### src/rtl/pulse_gen_pkg.sv
// Shared types, default timing constants and a width helper for the
// button-driven enable pulse generator.
package pulse_gen_pkg;

    typedef enum logic [1:0] {
        IDLE   = 2'd0,
        HELD   = 2'd1,
        REPEAT = 2'd2
    } state_t;

    localparam int unsigned DEF_DEBOUNCE_CYCLES = 4;
    localparam int unsigned DEF_REPEAT_DELAY    = 20;
    localparam int unsigned DEF_REPEAT_RATE     = 5;
    localparam int unsigned DEF_CNT_W           = 8;

    // Number of bits needed to represent the value v (at least 1).
    function automatic int unsigned bits_for(input int unsigned v);
        int unsigned n;
        n = 1;
        while ((v >> n) != 0) n++;
        return n;
    endfunction

    function automatic int unsigned max3(input int unsigned a, input int unsigned b,
                                         input int unsigned c);
        int unsigned m;
        m = (a > b) ? a : b;
        return (m > c) ? m : c;
    endfunction

endpackage

### src/rtl/enable_pulse_gen_if.sv
// Button-side and counter-side signals of the enable pulse generator.
interface enable_pulse_gen_if;
    logic btn_in;
    logic repeat_en;
    logic enable;
    logic btn_level;
    logic holding;

    modport master (
        output btn_in,
        output repeat_en,
        input  enable,
        input  btn_level,
        input  holding
    );

    modport slave (
        input  btn_in,
        input  repeat_en,
        output enable,
        output btn_level,
        output holding
    );
endinterface

### src/rtl/sync_debounce.sv
// Two-flop synchroniser followed by a stable-count debouncer; the rise/fall
// strobes flag the edge on which btn_level is about to change.
module sync_debounce #(
    parameter int unsigned DEBOUNCE_CYCLES = 4,
    parameter int unsigned CNT_W           = 8
) (
    input  logic clk,
    input  logic reset,
    input  logic btn_in,
    output logic btn_level,
    output logic rise,
    output logic fall
);

    logic             s1;
    logic             btn_s;
    logic [CNT_W-1:0] deb_cnt;
    logic             mismatch;
    logic             settle;

    assign mismatch = (btn_s != btn_level);
    assign settle   = mismatch && (deb_cnt == CNT_W'(DEBOUNCE_CYCLES - 1));
    assign rise     = settle && !btn_level;
    assign fall     = settle && btn_level;

    // NOTE: state is updated with non-blocking assignments so every flop
    // samples the pre-edge value of its neighbours (s1 -> btn_s stays two stages).
    always_ff @(posedge clk or negedge reset) begin
        if (!reset) begin
            s1        <= 1'b0;
            btn_s     <= 1'b0;
            deb_cnt   <= '0;
            btn_level <= 1'b0;
        end else begin
            s1    <= btn_in;
            btn_s <= s1;
            if (!mismatch) begin
                deb_cnt <= '0;
            end else if (settle) begin
                btn_level <= ~btn_level;
                deb_cnt   <= '0;
            end else begin
                deb_cnt <= deb_cnt + 1'b1;
            end
        end
    end

endmodule

### src/rtl/enable_pulse_gen.sv
// Turns a bouncing push-button into single-cycle counter enable pulses,
// with optional auto-repeat while the button is held.
module enable_pulse_gen
    import pulse_gen_pkg::*;
#(
    parameter int unsigned DEBOUNCE_CYCLES = DEF_DEBOUNCE_CYCLES,
    parameter int unsigned REPEAT_DELAY    = DEF_REPEAT_DELAY,
    parameter int unsigned REPEAT_RATE     = DEF_REPEAT_RATE,
    parameter int unsigned CNT_W           = DEF_CNT_W
) (
    input  logic                clk,
    input  logic                reset,
    enable_pulse_gen_if.slave   bus
);

    if (bits_for(max3(DEBOUNCE_CYCLES, REPEAT_DELAY, REPEAT_RATE)) > CNT_W) begin : g_cnt_w_check
        $error("CNT_W too narrow for the configured cycle counts");
    end

    state_t           state;
    logic [CNT_W-1:0] rpt_cnt;
    logic             rise;
    logic             fall;

    sync_debounce #(
        .DEBOUNCE_CYCLES (DEBOUNCE_CYCLES),
        .CNT_W           (CNT_W)
    ) u_sync_debounce (
        .clk       (clk),
        .reset     (reset),
        .btn_in    (bus.btn_in),
        .btn_level (bus.btn_level),
        .rise      (rise),
        .fall      (fall)
    );

    // A falling level is checked first in every held state, so release
    // always beats a coincident repeat match and never emits a pulse.
    always_ff @(posedge clk or negedge reset) begin
        if (!reset) begin
            state       <= IDLE;
            rpt_cnt     <= '0;
            bus.enable  <= 1'b0;
            bus.holding <= 1'b0;
        end else begin
            // NOTE: enable defaults low every edge, so it can only ever be a
            // one-cycle pulse on the branches that set it.
            bus.enable <= 1'b0;
            case (state)
                IDLE: begin
                    if (rise) begin
                        state       <= HELD;
                        bus.enable  <= 1'b1;
                        bus.holding <= 1'b1;
                        rpt_cnt     <= '0;
                    end
                end
                HELD: begin
                    if (fall) begin
                        state       <= IDLE;
                        bus.holding <= 1'b0;
                        rpt_cnt     <= '0;
                    end else if (!bus.repeat_en) begin
                        rpt_cnt <= '0;
                    end else if (rpt_cnt == CNT_W'(REPEAT_DELAY - 1)) begin
                        state      <= REPEAT;
                        bus.enable <= 1'b1;
                        rpt_cnt    <= '0;
                    end else begin
                        rpt_cnt <= rpt_cnt + 1'b1;
                    end
                end
                REPEAT: begin
                    if (fall) begin
                        state       <= IDLE;
                        bus.holding <= 1'b0;
                        rpt_cnt     <= '0;
                    end else if (!bus.repeat_en) begin
                        state   <= HELD;
                        rpt_cnt <= '0;
                    end else if (rpt_cnt == CNT_W'(REPEAT_RATE - 1)) begin
                        bus.enable <= 1'b1;
                        rpt_cnt    <= '0;
                    end else begin
                        rpt_cnt <= rpt_cnt + 1'b1;
                    end
                end
                default: begin
                    state       <= IDLE;
                    bus.holding <= 1'b0;
                    rpt_cnt     <= '0;
                end
            endcase
        end
    end

endmodule

### src/flat_wrapper.sv
// flat-port wrapper written by rule: the top's interface ports become plain ports
module enable_pulse_gen_flat import pulse_gen_pkg::*;
#(
    parameter int unsigned DEBOUNCE_CYCLES = DEF_DEBOUNCE_CYCLES,
    parameter int unsigned REPEAT_DELAY    = DEF_REPEAT_DELAY,
    parameter int unsigned REPEAT_RATE     = DEF_REPEAT_RATE,
    parameter int unsigned CNT_W           = DEF_CNT_W
)
  (clk, reset, bus_btn_in, bus_repeat_en, bus_enable, bus_btn_level, bus_holding);
  enable_pulse_gen_if bus_i ();
  input  logic clk;
  input  logic reset;
  input wire logic [$bits(bus_i.btn_in)-1:0] bus_btn_in;
  input wire logic [$bits(bus_i.repeat_en)-1:0] bus_repeat_en;
  output wire logic [$bits(bus_i.enable)-1:0] bus_enable;
  output wire logic [$bits(bus_i.btn_level)-1:0] bus_btn_level;
  output wire logic [$bits(bus_i.holding)-1:0] bus_holding;
  assign bus_i.btn_in = bus_btn_in;
  assign bus_i.repeat_en = bus_repeat_en;
  assign bus_enable = bus_i.enable;
  assign bus_btn_level = bus_i.btn_level;
  assign bus_holding = bus_i.holding;
  enable_pulse_gen #(.DEBOUNCE_CYCLES(DEBOUNCE_CYCLES), .REPEAT_DELAY(REPEAT_DELAY), .REPEAT_RATE(REPEAT_RATE), .CNT_W(CNT_W)) u_core (.clk(clk), .reset(reset), .bus(bus_i));
endmodule
### config.mk
export PLATFORM = sky130hd
export DESIGN_NAME = enable_pulse_gen_flat
export DESIGN_NICKNAME = d
export VERILOG_FILES = /design/src/rtl/pulse_gen_pkg.sv /design/src/rtl/enable_pulse_gen_if.sv /design/src/rtl/sync_debounce.sv /design/src/rtl/enable_pulse_gen.sv /design/src/flat_wrapper.sv
export SDC_FILE = /design/constraint.sdc
export NUM_CORES = 1
export LEC_CHECK = 0
export BUFFER_PORTS_ARGS = -buffer_cell sky130_fd_sc_hd__buf_2
export CAP_MARGIN = 5
export CORE_ASPECT_RATIO = 0.7
export CORE_MARGIN = 4
export CORE_UTILIZATION = 55
export DETAILED_ROUTE_END_ITERATION = 8
export GPL_ROUTABILITY_DRIVEN = 1
export PLACE_DENSITY = 0.8
export SLEW_MARGIN = 0
export SYNTH_ARGS = -nofsm -noshare
export SYNTH_HDL_FRONTEND = slang
export SYNTH_SLANG_ARGS = --single-unit
### constraint.sdc
create_clock -name clk -period 2.4 [get_ports clk]
set_input_delay 0.12 -clock clk [delete_from_list [all_inputs] [get_ports clk]]
set_output_delay 0.12 -clock clk [all_outputs]
set_load 0.1 [all_outputs]
---- Yosys cells after proc, flatten, opt, wreduce, memory -nomap -nowiden ----
Cells that the tools add are included.
cells by class
  reduce and logical (&&, ||, !) cells .... 9
  mux-type cells .......................... 28
  $add $sub $neg .......................... 2
  bitwise operators ....................... 1
  equality and inequality tests ........... 11
operators with widths
  kind                                                                      number
  8-bit 2-to-1 mux                                                          9
  8-bit one-hot mux with 3 select lines                                     1
  8-bit by 1-bit adder with 8-bit output (second input constant)            2
  2-bit 2-to-1 mux                                                          6
  1-bit 2-to-1 mux                                                          9
  8-bit by 2-bit equality test with 1-bit output (second input constant)    1
  8-bit by 3-bit equality test with 1-bit output (second input constant)    1
  8-bit by 5-bit equality test with 1-bit output (second input constant)    1
  3-bit by 2-bit inequality test with 1-bit output (second input constant)  2
  2-bit one-hot mux with 3 select lines                                     1
  2-bit by 1-bit inequality test with 1-bit output (second input constant)  2
  2-bit AND reduction                                                       2
  4-bit AND reduction                                                       1
  1-bit logical AND                                                         3
  3-bit by 1-bit inequality test with 1-bit output (second input constant)  1
  1-bit one-hot mux with 3 select lines                                     1
  2-bit by 1-bit equality test with 1-bit output (second input constant)    1
  2-bit equality test (second input constant)                               1
  2-bit zero test                                                           1
  1-bit one-hot mux with 2 select lines                                     1
  2-bit OR reduction                                                        1
  1-bit zero test                                                           1
  1-bit inequality test                                                     1
  1-bit NOT                                                                 1
word-level totals
  word-level logic and storage cells ...... 59
  output and inout bits ................... 3
  bits in registers ....................... 23

---- Logic depth before layout (Yosys ltp) ----
  depth in word-level cells ............... 5
  mapped depth ............................ 7
  depth with buffers taken out ............ 7

---- Cells and area by module ----
A second synthesis with hierarchy kept.
second synthesis, totals
  cell total of the unflattened synthesis .. 134
  area total of the unflattened synthesis .. 1327.5 um2
by module, submodules not included
  module            sequential area each (um2)  instances  cells each  area an instance (um2)
  enable_pulse_gen  300.3                       1          89          827.0
  sync_debounce     275.3                       1          45          500.5

---- Worst setup path after synthesis ----
No wires, ideal clock.
  kind .................................... register -> register
  start point ............................. register u_core.u_sync_debounce.btn_level
  end point ............................... register u_core.rpt_cnt[6]
  slack ................................... 0.303 ns
  data required time ...................... 2.290 ns
  arrival time ............................ 1.987 ns
  stages on the path, launching flop included .. 5
  path buffers ............................ 0
  setup time .............................. 0.110 ns
  cells stage by stage .................... dfrtp_1 and4b_4 a211oi_2 nand2b_2 o41ai_1
between the ends
  word-level cells in the longest chain between the ends .. 5
ends and longest elaborated chain
  item                                        line                                            source
  start: declaration                          sync_debounce.sv:10                             output logic btn_level,
  start signal: assignment                    sync_debounce.sv:40                             btn_level <= ~btn_level;
  1-bit inequality test                       sync_debounce.sv:21                             assign mismatch = (btn_s != btn_level);
  1-bit logical AND                           sync_debounce.sv:22                             assign settle = mismatch && (deb_cnt == CNT_W'(DEBOUNCE_CYCLES - 1));
  1-bit logical AND                           sync_debounce.sv:24                             assign fall = settle && btn_level;
  8-bit 2-to-1 mux, on equally long branches  enable_pulse_gen.sv:74, enable_pulse_gen.sv:59
  8-bit one-hot mux with 3 select lines       enable_pulse_gen.sv:49                          case (state)
  end signal: assignment                      enable_pulse_gen.sv:70                          rpt_cnt <= rpt_cnt + 1'b1;
  end signal: assignment                      enable_pulse_gen.sv:85                          rpt_cnt <= rpt_cnt + 1'b1;
  end: declaration                            enable_pulse_gen.sv:21                          logic [CNT_W-1:0] rpt_cnt;
Parallel ways exist; a longest one is shown, timed or not.
A chain may end at the register's enable or synchronous reset.

---- Final worst setup path ----
  start point ............................. register u_core.u_sync_debounce.deb_cnt[0]
  end point ............................... register u_core.rpt_cnt[4]
between the ends
  word-level cells in the longest chain between the ends .. 5
ends and longest elaborated chain
  item                                              line                                            source
  start: declaration                                sync_debounce.sv:17                             logic [CNT_W-1:0] deb_cnt;
  start signal: assignment                          sync_debounce.sv:43                             deb_cnt <= deb_cnt + 1'b1;
  8-bit by 2-bit equality test with 1-bit output *  sync_debounce.sv:22
  1-bit logical AND *                               sync_debounce.sv:22
  1-bit logical AND                                 sync_debounce.sv:24
  8-bit 2-to-1 mux, on equally long branches        enable_pulse_gen.sv:74, enable_pulse_gen.sv:59
  8-bit one-hot mux with 3 select lines             enable_pulse_gen.sv:49
Every way passes the cells marked *; elsewhere a longest branch is shown, timed or not.

==> results.md <==
- Setup TNS: 0 ns
- Status: finished clean
- Layout area overhead: 9.434%
- Hold Worst Slack: about 0.19 ns
- Asr flop ratio synth: 1.000
- Resize count post-CTS: 0
- Vias: approximately 1000
- Required @ worst endpoint: 2.61 ns
- Largest net degree at the start of global routing: 24
- Fmax: around 0.49 GHz
- Nets: 160
- Worst Max-Slew Pin Slew: 0.4855 ns
- CTS H-tree depth: 1
- Ys flop type: dfrtp_1
- Kind of critical path: flip-flop to flip-flop
- Worst min path class: primary input to flip-flop
- I/O pins: 7
- Final WL: 2422 microns
- CTS buffer count: 3
- Max clock buf depth: 2
- Crit path capture type: flip-flop
- Synth Net Count: between 100 and 150
- P_leak: approximately 0.66 nW
- Row count: 14
- Synth top area share: 0.4340
- Share of cells above drive strength 1: 0.1497
- First-pass DRT Iterations: 4
- Starting DRT DRC Count: between 90 and 100
- Worst rel slew slack: 0.6764
- Hpwl dp: about 1900 microns
- Final worst path period share: 0.8560
- Crit path DAT: between 2 and 2.5 ns
- Clock transition at the registers of the reported paths: between 0.1 and 0.15 ns
- DP Worst Slack: ~0.36 ns
- Worst-path maximum fanout: 7
- Initial antenna violation count: 0
- Via density: about 5.6
- Area leader, netlist: dfrtp_1
- Most frequent cells after synthesis: dfrtp_1 (23), inv_1 (14), nand2_1 (13)
- Final setup skew: around 0.0030 ns
- Cts hold-fix bufs: 2
- Number of clock sinks: 23
- WL/cell: ~14 microns
- Register area share after synthesis: 0.4340
- Antenna diodes: 0
- Die Footprint: about 0.0033 sq mm
- Die Y: around 49 microns
- Library cells used by synthesis: 39
- Seq cells post-synth: 23
- Setup Fix Bufs, Post-CTS: 0
- Worst skew pair latency: ~0.3 ns
- CTS tree: yes
- Most numerous cell in the Yosys netlist: dfrtp_1
- Syn Area/Cell: slightly below 10 sq um
- P per Cell Area: 817.3 mW/mm^2
- EDFF count, synth: 0
- DRC violation count after routing: 0
- Hold Vio Cnt, Final: 0
- Worst vdd ir: about 0.38 mV
- Synthesized cell area: about 0.0013 sq mm
- Starting density of the core: 0.5962
- Setup-failing EPs final: 0
- Final min period: 2.054 ns
- Root Buffer: clkbuf_4
- Cell count after synthesis: about 140
- Top cells by area, synth: dfrtp_1 (43%), ha_1 (7.5%), inv_1 (4.0%)
- GPL Wtd Cong: between 0.9 and 1
- Remaining Overflow, GRT: 0
- Tot GR Track Use: 0.1649
- First-pass GRT wire length: ~4100 microns
- Max-Cap Viols: 0
- Number of global-route vias before repair: 915
- Die Span X: about 67 microns
- YS warnings: 0
- Core Footprint: 0.002225 sq mm
- CP startpoint kind: flip-flop
- Worst Slack Setup Final: 0.3456 ns
- Final antenna-violating net count: 0
- Port Buffers: 6
- RSZ-0062 raised after global routing: no
- Final Max Tran Viols: 0
-- worst paths after layout --
check                                                  startpoint                                end  slack (ns)  depth (start not counted)
worst min register to register          u_core.u_sync_debounce.s1       u_core.u_sync_debounce.btn_s        0.37                          0
max in group asynchronous                                   reset  u_core.u_sync_debounce.deb_cnt[4]        1.79                          2
worst max-delay path            u_core.u_sync_debounce.deb_cnt[0]                  u_core.rpt_cnt[4]        0.35                          6
worst min-delay path                                bus_repeat_en                  u_core.bus.enable        0.19                          5
worst max register to register  u_core.u_sync_debounce.deb_cnt[0]                  u_core.rpt_cnt[4]        0.35                          6
min in group asynchronous                                   reset  u_core.u_sync_debounce.deb_cnt[0]        0.29                          2
-- cell type report --
class / instances / area, sq um
Fill cell: 177 / 773.2
Sequential cell: 23 / 575.6
Inverter: 14 / 52.55
Multi-Input combinational cell: 96 / 690.7
Clock buffer: 3 / 22.52
Timing Repair Buffer: 10 / 65.06
Clock inverter: 1 / 5.005
Tap cell: 32 / 40.04
-- state kept, by name, indices dropped and copies added (netlist names) --
name	flops
u_core.u_sync_debounce.deb_cnt	8
u_core.bus.enable	1
u_core.u_sync_debounce.btn_level	1
u_core.rpt_cnt	8
u_core.bus.holding	1
u_core.u_sync_debounce.btn_s	1
u_core.state	2
u_core.u_sync_debounce.s1	1
-- power breakdown --
| part | switching (W) | internal [W] |
|---|---|---|
| clock network | 0.000108 | 0.0000622 |
| registers | 0.0000669 | 0.000440 |
| logic | 0.000332 | 0.000177 |
| total | 0.000507 | 0.000679 |
-- metrics by stage --
stage / power [W] / utilization / cells / cell area, sq um
finish: 0.001186 / 0.6524 / 179 / 1451
global route: 0.001283 / 0.6524 / 179 / 1451
CTS: 0.001190 / 0.6524 / 179 / 1451
detailed placement: 0.001015 / 0.6310 / 173 / 1404
global placement: 0.001001 / 0.6310 / 173 / 1404
floorplan: 0.0008942 / - / 135 / 1326
-- worst max-delay path, cell delays in order, from the launching register on --
cell and delay [ns]:
dfrtp_1 0.44, ha_1 0.26, nor3b_2 0.19, and4b_4 0.23, a211oi_2 0.38, nand2b_2 0.19, o311ai_1 0.28
-- cell usage in the layout, fill, tap and decap left out, types with 2 or more instances in the layout --
master         count
a22oi_1            3
o21a_1             2
o21ai_0            5
and3_1             3
dfrtp_1           23
nand3_1            9
a21oi_1            5
o31ai_1            2
xnor2_1            2
and2_1             2
buf_2              6
xor2_1             5
inv_1             14
nor2_1             9
buf_4              2
dlygate4sd3_1      2
o22ai_1            3
ha_1               8
nand4_1            4
clkbuf_4           3
nand2_1           13
-- routing by layer --
layer | vias up | wire [microns] | GRT usage
met5 | - | 0 | 0
met1 | 466 | 1312 | 0.2500
li1 | 509 | - | -
met2 | 28 | 951 | 0.2171
met3 | 6 | 114 | 0.05530
met4 | 0 | 44 | 0.05068
-- cell families after synthesis --
group / synth area share
fa+ha+maj: 0.07547
buf+inv: 0.04528
mux: 0.01604
flops: 0.4340
compound gates: 0.1717
simple gates: 0.2113
xor+xnor: 0.04623
(Power assumes the default switching activity.)
